$ cat config.mk
export PLATFORM = sky130hd
export DESIGN_NAME = decode_stage_pipe
export DESIGN_NICKNAME = d
export VERILOG_FILES = /design/src/rtl/decode_stage_pipe.sv
export SDC_FILE = /design/constraint.sdc
export NUM_CORES = 2
export LEC_CHECK = 0
export BUFFER_PORTS_ARGS = -buffer_cell sky130_fd_sc_hd__buf_2
export CAP_MARGIN = 30
export CELL_PAD_IN_SITES_DETAIL_PLACEMENT = 0
export CELL_PAD_IN_SITES_GLOBAL_PLACEMENT = 2
export CORE_AREA = 2 2 389 391
export DETAILED_ROUTE_END_ITERATION = 8
export DIE_AREA = 0 0 391 393
export GPL_TIMING_DRIVEN = 1
export PLACE_DENSITY = 0.8
export SLEW_MARGIN = 20
export SYNTH_ARGS = -nofsm -noshare
export SYNTH_HDL_FRONTEND = slang
export SYNTH_SLANG_ARGS = --single-unit
$ cat constraint.sdc
create_clock -name clk -period 2.4 [get_ports clk]
set_clock_uncertainty 0.15 [all_clocks]
set_input_delay 0.24 -clock clk [delete_from_list [all_inputs] [get_ports clk]]
set_output_delay 0.24 -clock clk [all_outputs]
set_load 0.01 [all_outputs]
$ cat src/rtl/decode_stage_pipe.sv
// decode_stage_pipe: instruction-decode stage for the MUSA core.
// Holds the register file, extracts instruction fields, sign-extends the
// immediate and forms the jump target. Upstream is a valid/ready handshake,
// downstream is a registered ID/EX slot with stall and flush. A load-use
// hazard detector inserts one bubble.
//
// Optional feature macro: DECODE_WB_BYPASS_EN
//   defined   -> register reads see a same-cycle write-back (write-first)
//   undefined -> register reads return the pre-write value
module decode_stage_pipe #(
    parameter int DATA_W   = 32,
    parameter int NUM_REGS = 32
) (
    input  logic              clk,
    input  logic              rst,
    input  logic              in_valid,
    output logic              in_ready,
    input  logic [31:0]       in_instr,
    input  logic [DATA_W-1:0] in_pc,
    input  logic              wb_en,
    input  logic [4:0]        wb_addr,
    input  logic [DATA_W-1:0] wb_data,
    input  logic              ex_stall,
    input  logic              flush,
    output logic              ex_valid,
    output logic [DATA_W-1:0] ex_rs_data,
    output logic [DATA_W-1:0] ex_rt_data,
    output logic [DATA_W-1:0] ex_imm,
    output logic [DATA_W-1:0] ex_jump_target,
    output logic [DATA_W-1:0] ex_pc,
    output logic [4:0]        ex_dst,
    output logic [5:0]        ex_opcode,
    output logic [5:0]        ex_func,
    output logic              ex_reg_write,
    output logic              ex_mem_read,
    output logic              ex_mem_write,
    output logic              ex_is_branch,
    output logic              ex_is_jump,
    output logic              hazard_stall
);

    localparam logic [5:0] OP_RTYPE = 6'h00;
    localparam logic [5:0] OP_J     = 6'h02;
    localparam logic [5:0] OP_JAL   = 6'h03;
    localparam logic [5:0] OP_BEQ   = 6'h04;
    localparam logic [5:0] OP_ADDI  = 6'h08;
    localparam logic [5:0] OP_ORI   = 6'h0D;
    localparam logic [5:0] OP_LW    = 6'h23;
    localparam logic [5:0] OP_SW    = 6'h2B;

    logic [DATA_W-1:0] regs [NUM_REGS];

    logic [5:0]        opcode;
    logic [5:0]        func;
    logic [4:0]        rs_addr;
    logic [4:0]        rt_addr;
    logic [4:0]        rd_addr;
    logic [DATA_W-1:0] imm_ext;
    logic [DATA_W-1:0] jump_target;
    logic [DATA_W-1:0] rs_data;
    logic [DATA_W-1:0] rt_data;
    logic              wb_writes;

    logic              dec_reg_write;
    logic              dec_mem_read;
    logic              dec_mem_write;
    logic              dec_is_branch;
    logic              dec_is_jump;
    logic              uses_rt;
    logic [4:0]        dec_dst;

    assign opcode      = in_instr[31:26];
    assign func        = in_instr[5:0];
    assign rs_addr     = in_instr[25:21];
    assign rt_addr     = in_instr[20:16];
    assign rd_addr     = in_instr[15:11];
    assign imm_ext     = {{(DATA_W-16){in_instr[15]}}, in_instr[15:0]};
    assign jump_target = {{(DATA_W-28){1'b0}}, in_instr[25:0], 2'b00};

    // Register 0 and out-of-range addresses are never written.
    assign wb_writes = wb_en && (wb_addr != 5'd0) && (int'(wb_addr) < NUM_REGS);

    // Register file write port; reset clears every architectural register.
    always_ff @(posedge clk or negedge rst) begin
        if (!rst) begin
            for (int i = 0; i < NUM_REGS; i++) begin
                regs[i] <= '0;
            end
        end else if (wb_writes) begin
            regs[wb_addr] <= wb_data;
        end
    end

    // Two read ports; register 0 and addresses beyond NUM_REGS read as zero.
    always_comb begin
        rs_data = '0;
        rt_data = '0;
        if ((rs_addr != 5'd0) && (int'(rs_addr) < NUM_REGS)) begin
            rs_data = regs[rs_addr];
        end
        if ((rt_addr != 5'd0) && (int'(rt_addr) < NUM_REGS)) begin
            rt_data = regs[rt_addr];
        end
`ifdef DECODE_WB_BYPASS_EN
        if (wb_writes && (wb_addr == rs_addr)) begin
            rs_data = wb_data;
        end
        if (wb_writes && (wb_addr == rt_addr)) begin
            rt_data = wb_data;
        end
`endif
    end

    // Opcode decode into control bits, destination and rt usage.
    always_comb begin
        dec_reg_write = 1'b0;
        dec_mem_read  = 1'b0;
        dec_mem_write = 1'b0;
        dec_is_branch = 1'b0;
        dec_is_jump   = 1'b0;
        uses_rt       = 1'b0;
        dec_dst       = rt_addr;
        case (opcode)
            OP_RTYPE: begin
                dec_reg_write = 1'b1;
                dec_dst       = rd_addr;
                uses_rt       = 1'b1;
            end
            OP_LW: begin
                dec_reg_write = 1'b1;
                dec_mem_read  = 1'b1;
            end
            OP_SW: begin
                dec_mem_write = 1'b1;
                uses_rt       = 1'b1;
            end
            OP_BEQ: begin
                dec_is_branch = 1'b1;
                uses_rt       = 1'b1;
            end
            OP_ADDI, OP_ORI: begin
                dec_reg_write = 1'b1;
            end
            OP_J: begin
                dec_is_jump = 1'b1;
            end
            OP_JAL: begin
                dec_is_jump   = 1'b1;
                dec_reg_write = 1'b1;
                dec_dst       = 5'd31;
            end
            default: begin
            end
        endcase
    end

    // A load in EX whose destination feeds this instruction must wait a cycle.
    assign hazard_stall = in_valid && ex_valid && ex_mem_read && (ex_dst != 5'd0) &&
                          ((ex_dst == rs_addr) || (uses_rt && (ex_dst == rt_addr)));

    assign in_ready = !ex_stall && !hazard_stall && !flush;

    // ID/EX register: flush beats stall, stall holds, otherwise capture or bubble.
    always_ff @(posedge clk or negedge rst) begin
        if (!rst) begin
            ex_valid       <= 1'b0;
            ex_rs_data     <= '0;
            ex_rt_data     <= '0;
            ex_imm         <= '0;
            ex_jump_target <= '0;
            ex_pc          <= '0;
            ex_dst         <= '0;
            ex_opcode      <= '0;
            ex_func        <= '0;
            ex_reg_write   <= 1'b0;
            ex_mem_read    <= 1'b0;
            ex_mem_write   <= 1'b0;
            ex_is_branch   <= 1'b0;
            ex_is_jump     <= 1'b0;
        end else if (flush) begin
            ex_valid <= 1'b0;
        end else if (ex_stall) begin
            ex_valid <= ex_valid;
        end else if (hazard_stall || !in_valid) begin
            ex_valid <= 1'b0;
        end else begin
            ex_valid       <= 1'b1;
            ex_rs_data     <= rs_data;
            ex_rt_data     <= rt_data;
            ex_imm         <= imm_ext;
            ex_jump_target <= jump_target;
            ex_pc          <= in_pc;
            ex_dst         <= dec_dst;
            ex_opcode      <= opcode;
            ex_func        <= func;
            ex_reg_write   <= dec_reg_write;
            ex_mem_read    <= dec_mem_read;
            ex_mem_write   <= dec_mem_write;
            ex_is_branch   <= dec_is_branch;
            ex_is_jump     <= dec_is_jump;
        end
    end

endmodule

# [Word-level counts from Yosys, hierarchy flattened]
# Cells that the tools add are included.
[word_totals] regBits=1185 in_bits=107 output_inout_bits=185 wordCells=111
[op_classes] magnitude_cmp=4 eq_ne=10 mux=21 n_bitwise=6 reduce_logical=24
[ops] operator="$bwmux 1024" n=1
[ops] operator="$bmux 32 s5" n=2
[ops] operator="$mux 32" n=7
[ops] operator="$demux 32 s5" n=1
[ops] operator="$reduce_bool 5->1" n=4
[ops] operator="$ge 6x6->1 const B" n=3
[ops] operator="$not 5->6" n=3
[ops] operator="$eq 6x2->1 const B" n=2
[ops] operator="$eq 6x4->1 const B" n=2
[ops] operator="$eq 6x6->1 const B" n=2
[ops] operator="$eq 5x5->1" n=2
[ops] operator="$pmux 5 s2" n=1
[ops] operator="$logic_and 1x1->1" n=9
[ops] operator="$mux 1" n=9
[ops] operator="$eq 6x3->1 const B" n=1
[ops] operator="$logic_not 6->1" n=1
[ops] operator="$lt 6x1->1 const B" n=1
[ops] operator="$reduce_or 5->1" n=1
[ops] operator="$logic_not 1->1" n=4
[ops] operator="$not 1->1" n=3
[ops] operator="$reduce_and 3->1" n=1
[ops] operator="$reduce_or 3->1" n=1
[ops] operator="$logic_or 1x1->1" n=2
[ops] operator="$ne 2x1->1 const B" n=1
[ops] operator="$reduce_or 2->1" n=1

# [Logic depth before layout (Yosys ltp)]
[depth] depth_word=10 ltp_mapped=10

# [Least setup slack after synthesis]
# No wires, ideal clock.
[synth_timing] path_type="in2reg" start="input port in_instr[29]" end="register ex_imm[14]" arrival_time_ns=2.311 t_required_ns=2.123 setup_slack_ns=-0.188 path_stages=8 path_buffers=3 cell_sequence="clkbuf_1 or4_1 a2111o_1 a21oi_4 or2_1 buf_4 buf_4 mux2_1"
[synth_via] elab_chain_cells=9 word_cells_on_any_way=11 classes_between="eq/ne (2); mux (1); bitwise (1); reduce/logical (7)"
[synth_rtl] item="from (decl)" line="18" rtl="input logic [31:0] in_instr,"
[synth_rtl] item="$eq 6x3->1 (tied with other cells)" line="123" rtl="case (opcode)"
[synth_rtl] item="$reduce_or 3->1 (no source line) (*)"
[synth_rtl] item="$mux 1 (*)" line="123"
[synth_rtl] item="$logic_and 1x1->1 (*)" line="159" rtl="((ex_dst == rs_addr) || (uses_rt && (ex_dst == rt_addr)));"
[synth_rtl] item="$logic_or 1x1->1 (*)" line="159"
[synth_rtl] item="$logic_and 1x1->1 (*)" line="158" rtl="assign hazard_stall = in_valid && ex_valid && ex_mem_read && (ex_dst != 5'd0) &&"
[synth_rtl] item="named net hazard_stall" line="39" rtl="output logic hazard_stall"
[synth_rtl] item="$logic_or 1x1->1 (*)" line="184" rtl="end else if (hazard_stall || !in_valid) begin"
[synth_rtl] item="$not 1->1 (no source line) (*)"
[synth_rtl] item="$reduce_and 3->1 (no source line) (*)"
[synth_rtl] item="to (signal assigned)" line="190" rtl="ex_imm <= imm_ext;"
[synth_rtl] item="to (decl)" line="28" rtl="output logic [DATA_W-1:0] ex_imm,"
# Mark *: on every way through the listed nets, which the timed path passes. The rest lies on a longest branch.
# A chain may end at the register's enable or synchronous reset.

# [Final worst setup path]
[layout_timing] start="register ex_dst[2]" end="output port in_ready"
[layout_via] elab_chain_cells=7 word_cells_on_any_way=10 classes_between="eq/ne (2); reduce/logical (8)"
[layout_rtl] item="from (decl)" line="31" rtl="output logic [4:0] ex_dst,"
[layout_rtl] item="from (signal assigned)" line="193" rtl="ex_dst <= dec_dst;"
[layout_rtl] item="$eq 5x5->1" line="159"
[layout_rtl] item="$logic_and 1x1->1" line="159"
[layout_rtl] item="$logic_or 1x1->1" line="159"
[layout_rtl] item="$logic_and 1x1->1 (*)" line="158"
[layout_rtl] item="$logic_not 1->1 (*)" line="161" rtl="assign in_ready = !ex_stall && !hazard_stall && !flush;"
[layout_rtl] item="$logic_and 1x1->1 (*) (2 in series)" line="161"
[layout_rtl] item="to (decl)" line="17" rtl="output logic in_ready,"
# Mark *: on every way between the ends. The rest lies on a longest branch, timed or not.

==> results.yml <==
logic_synthesis:
  synth_area_leader_cell: "dfrtp_1"
  yosysMostFrequentCell: "dfrtp_1"
  synth_cell_types: 51
  syn_inst: 4147
  ys_seq_elements: 1163
  yosys-top-cells-area: "dfrtp_1, mux2_2, mux4_2"
  synthesis.area_mm2: 0.0608
  ys.flop_type: "dfrtp_1"
  synthDominantCellAreaShare_pct: 47.8
  ys_warn_count: 0
  synth_edf_count: 0
  ys_seq_area_share_pct: 47.8
  avgSynthCellArea_um2: 14.7
  async_flop_share_pct: 100
  yosys-top-cells-count: "dfrtp_1, mux2_2, mux4_2, clkbuf_1, mux2i_1"
place:
  place_inst: 6172
  io_buffers: 285
  dp_hpwl_um: 126000
  gp_congestion: 0.816
  dpl_worst_slack_ns: -0.204
global_routing:
  track_usage_pct: 26.7
  grt_max_degree: 149
  first_global_vias: 41815
  gr-total-overflow: 0
  grt_pass1_wl_um: 299000
  antenna_found_initial: 11
final_layout:
  num-fill-cells: 12740
  regArea_mm2: 0.0291
  multiInputGateArea_mm2: 0.0301
  layout-drive-gt1-share_pct: 52.7
  final_cells: 6535
  syn_to_final_growth_pct: 19.6
  nNetsFinal: 4597
floorplan:
  die_h_um: 393
  initial_core_util_pct: 40.8
  die-area_mm2: 0.154
  core_mm2: 0.149
  pin_count: 292
  rows: 142
  fp.dieW_um: 391
detailed_routing:
  antenna_left: 0
  drt_pass1_iterations: 6
  vias: 40997
  vias_per_cell: 6.27
  wl_per_cell_um: 31.5
  drt-initial-drc-count: 3909
  finalWirelength_um: 206000
  drc: 0
critical_path:
  path_max_fanout: 3
  crit_arrival_ns: 2.43
  cp-start-kind: "flip-flop"
  path_class: "reg2out"
  endpoint_kind: "primary output"
  crit_required_ns: 2.01
status:
  violations: "negative setup slack"
  outcome: "finished, violations left"
clocking:
  cts_made_buffers: 131
  clk_path_buf_depth: 3
  h-tree-depth: 4
  cts_num_sinks: 1163
  clk_latency_ns: 0.76
  ctsRootBufferMaster: "clkbuf_16"
  cts_tree: "yes"
  clkTransAtPathRegs_ns: 0.06
sta:
  finalMaxSlewViolations: 0
  max_freq_mhz: 354
  rsz0062_at_grt: "true"
  tightestPinTransition_ns: 0.976
  post-route-min-period_ns: 2.82
  finalHoldViolCount: 0
  post-route-period-util_pct: 118
  setup_viol_count_final: 135
  fin_ws_ns: -0.425
  slew_headroom_pct: 34.8
pwr:
  power.density_mw_per_mm2: 813
  irDropWorstVdd_uv: 599
  p_leak_uw: 0.0319
hold_path:
  holdCritPathClass: "in2reg"
job:
  cap_violations: 0
critical path, cell delays in order (launching register included):
cell,delay (ns)
dfrtp_1,0.41
or4_4,0.53
o2111ai_4,0.22
a21oi_4,0.05
buf_6,0.12
buf_6,0.12
nor3_2,0.09
buf_2,0.14
repair_timing:
action / CTS / global route
hold buffers: 102 / 0
setup endpoints to repair: 81 / 141
hold endpoints to repair: 2228 / 0
resized for setup: 62 / 24
cloned: 7 / 3
pin swaps: 7 / 8
setup buffers: 15 / 6
cell type report:
| cell class | count | share of cell area, % |
|---|---|---|
| Clock buffer | 200 | 5.51 |
| Antenna cell | 3 | 0.0103 |
| Timing Repair Buffer | 712 | 9.33 |
| Clock inverter | 31 | 0.377 |
| Multi-Input combinational cell | 2480 | 41.4 |
| Tap cell | 1944 | 3.34 |
| Sequential cell | 1163 | 40.0 |
| Inverter | 2 | 0.0120 |
flip-flops by register name, summed over array words and instances (netlist names):
| name | cells |
|---|---|
| ex_mem_read | 1 |
| ex_is_jump | 1 |
| ex_rt_data | 32 |
| ex_pc | 32 |
| regs | 1024 |
| ex_opcode | 6 |
| ex_jump_target | 11 |
| ex_valid | 1 |
| ex_reg_write | 1 |
| ex_is_branch | 1 |
| ex_mem_write | 1 |
| ex_dst | 5 |
| ex_rs_data | 32 |
| ex_imm | 15 |
cells by family after synthesis:
| family | synth area share, % |
|---|---|
| xor+xnor | 0.144 |
| mux | 41.3 |
| compound gates | 5.32 |
| other cells | 0.00616 |
| buf+inv | 3.62 |
| flops | 47.8 |
| simple gates | 1.77 |
routing by layer:
metal	up-vias	track usage [%]	routed length, um
met5	-	0	92
met4	14	8.22	5920
met3	343	5.01	15500
met2	1748	42.3	96600
met1	22184	37.5	87700
li1	16708	-	-
layout by cell type (no fill, tap or decap), types with 51 or more instances in the layout:
cell type,Yosys,layout
buf_4,50,175
mux2_4,10,65
dlygate4sd3_1,0,102
a32o_1,56,56
a22oi_1,87,87
mux2_2,1047,1003
dfrtp_1,1163,1162
mux4_2,477,477
o21ai_0,157,156
buf_2,59,276
clkbuf_16,0,141
mux2i_1,227,227
nor2_1,100,80
buf_12,0,129
a21oi_1,51,51
report_power, final:
part	switching, uW	leakage (uW)	internal [uW]
Sequential	3160	0.0148	23400
Clock	8280	0.00212	11900
Combinational	5020	0.0150	7460
Total	16500	0.0319	42700
final timing paths:
| kind | start | end | slack, ns | cells past startpoint |
|---|---|---|---|---|
| max in group asynchronous | rst | regs[808] | 0.69 | 5 |
| min | in_instr[25] | ex_rs_data[6] | 0.06 | 4 |
| max | ex_dst[2] | in_ready | -0.42 | 7 |
| min reg2reg | regs[1020] | regs[1020] | 0.24 | 0 |
| min in group asynchronous | rst | ex_rs_data[5] | 0.51 | 4 |
| max reg2reg | ex_dst[2] | ex_pc[5] | -0.30 | 11 |
stage by stage:
stage / util (%) / total power, uW / cell area (um^2) / setup TNS [ns] / hold slack (ns)
4_1_cts: 48.7 / 59500 / 72600 / -22.12 / 0.0129
6_report: 48.8 / 59200 / 72800 / -19.23 / 0.0580
3_3_place_gp: 44.7 / 38500 / 66700 / -72.39 / -0.0404
3_5_place_dp: 44.7 / 38900 / 66700 / -19.71 / -0.0417
2_1_floorplan: - / 34400 / 61000 / -0.842 / -0.206
5_1_grt: 48.7 / 61700 / 72800 / -30.23 / 0.0632
(Power assumes the default switching activity.)
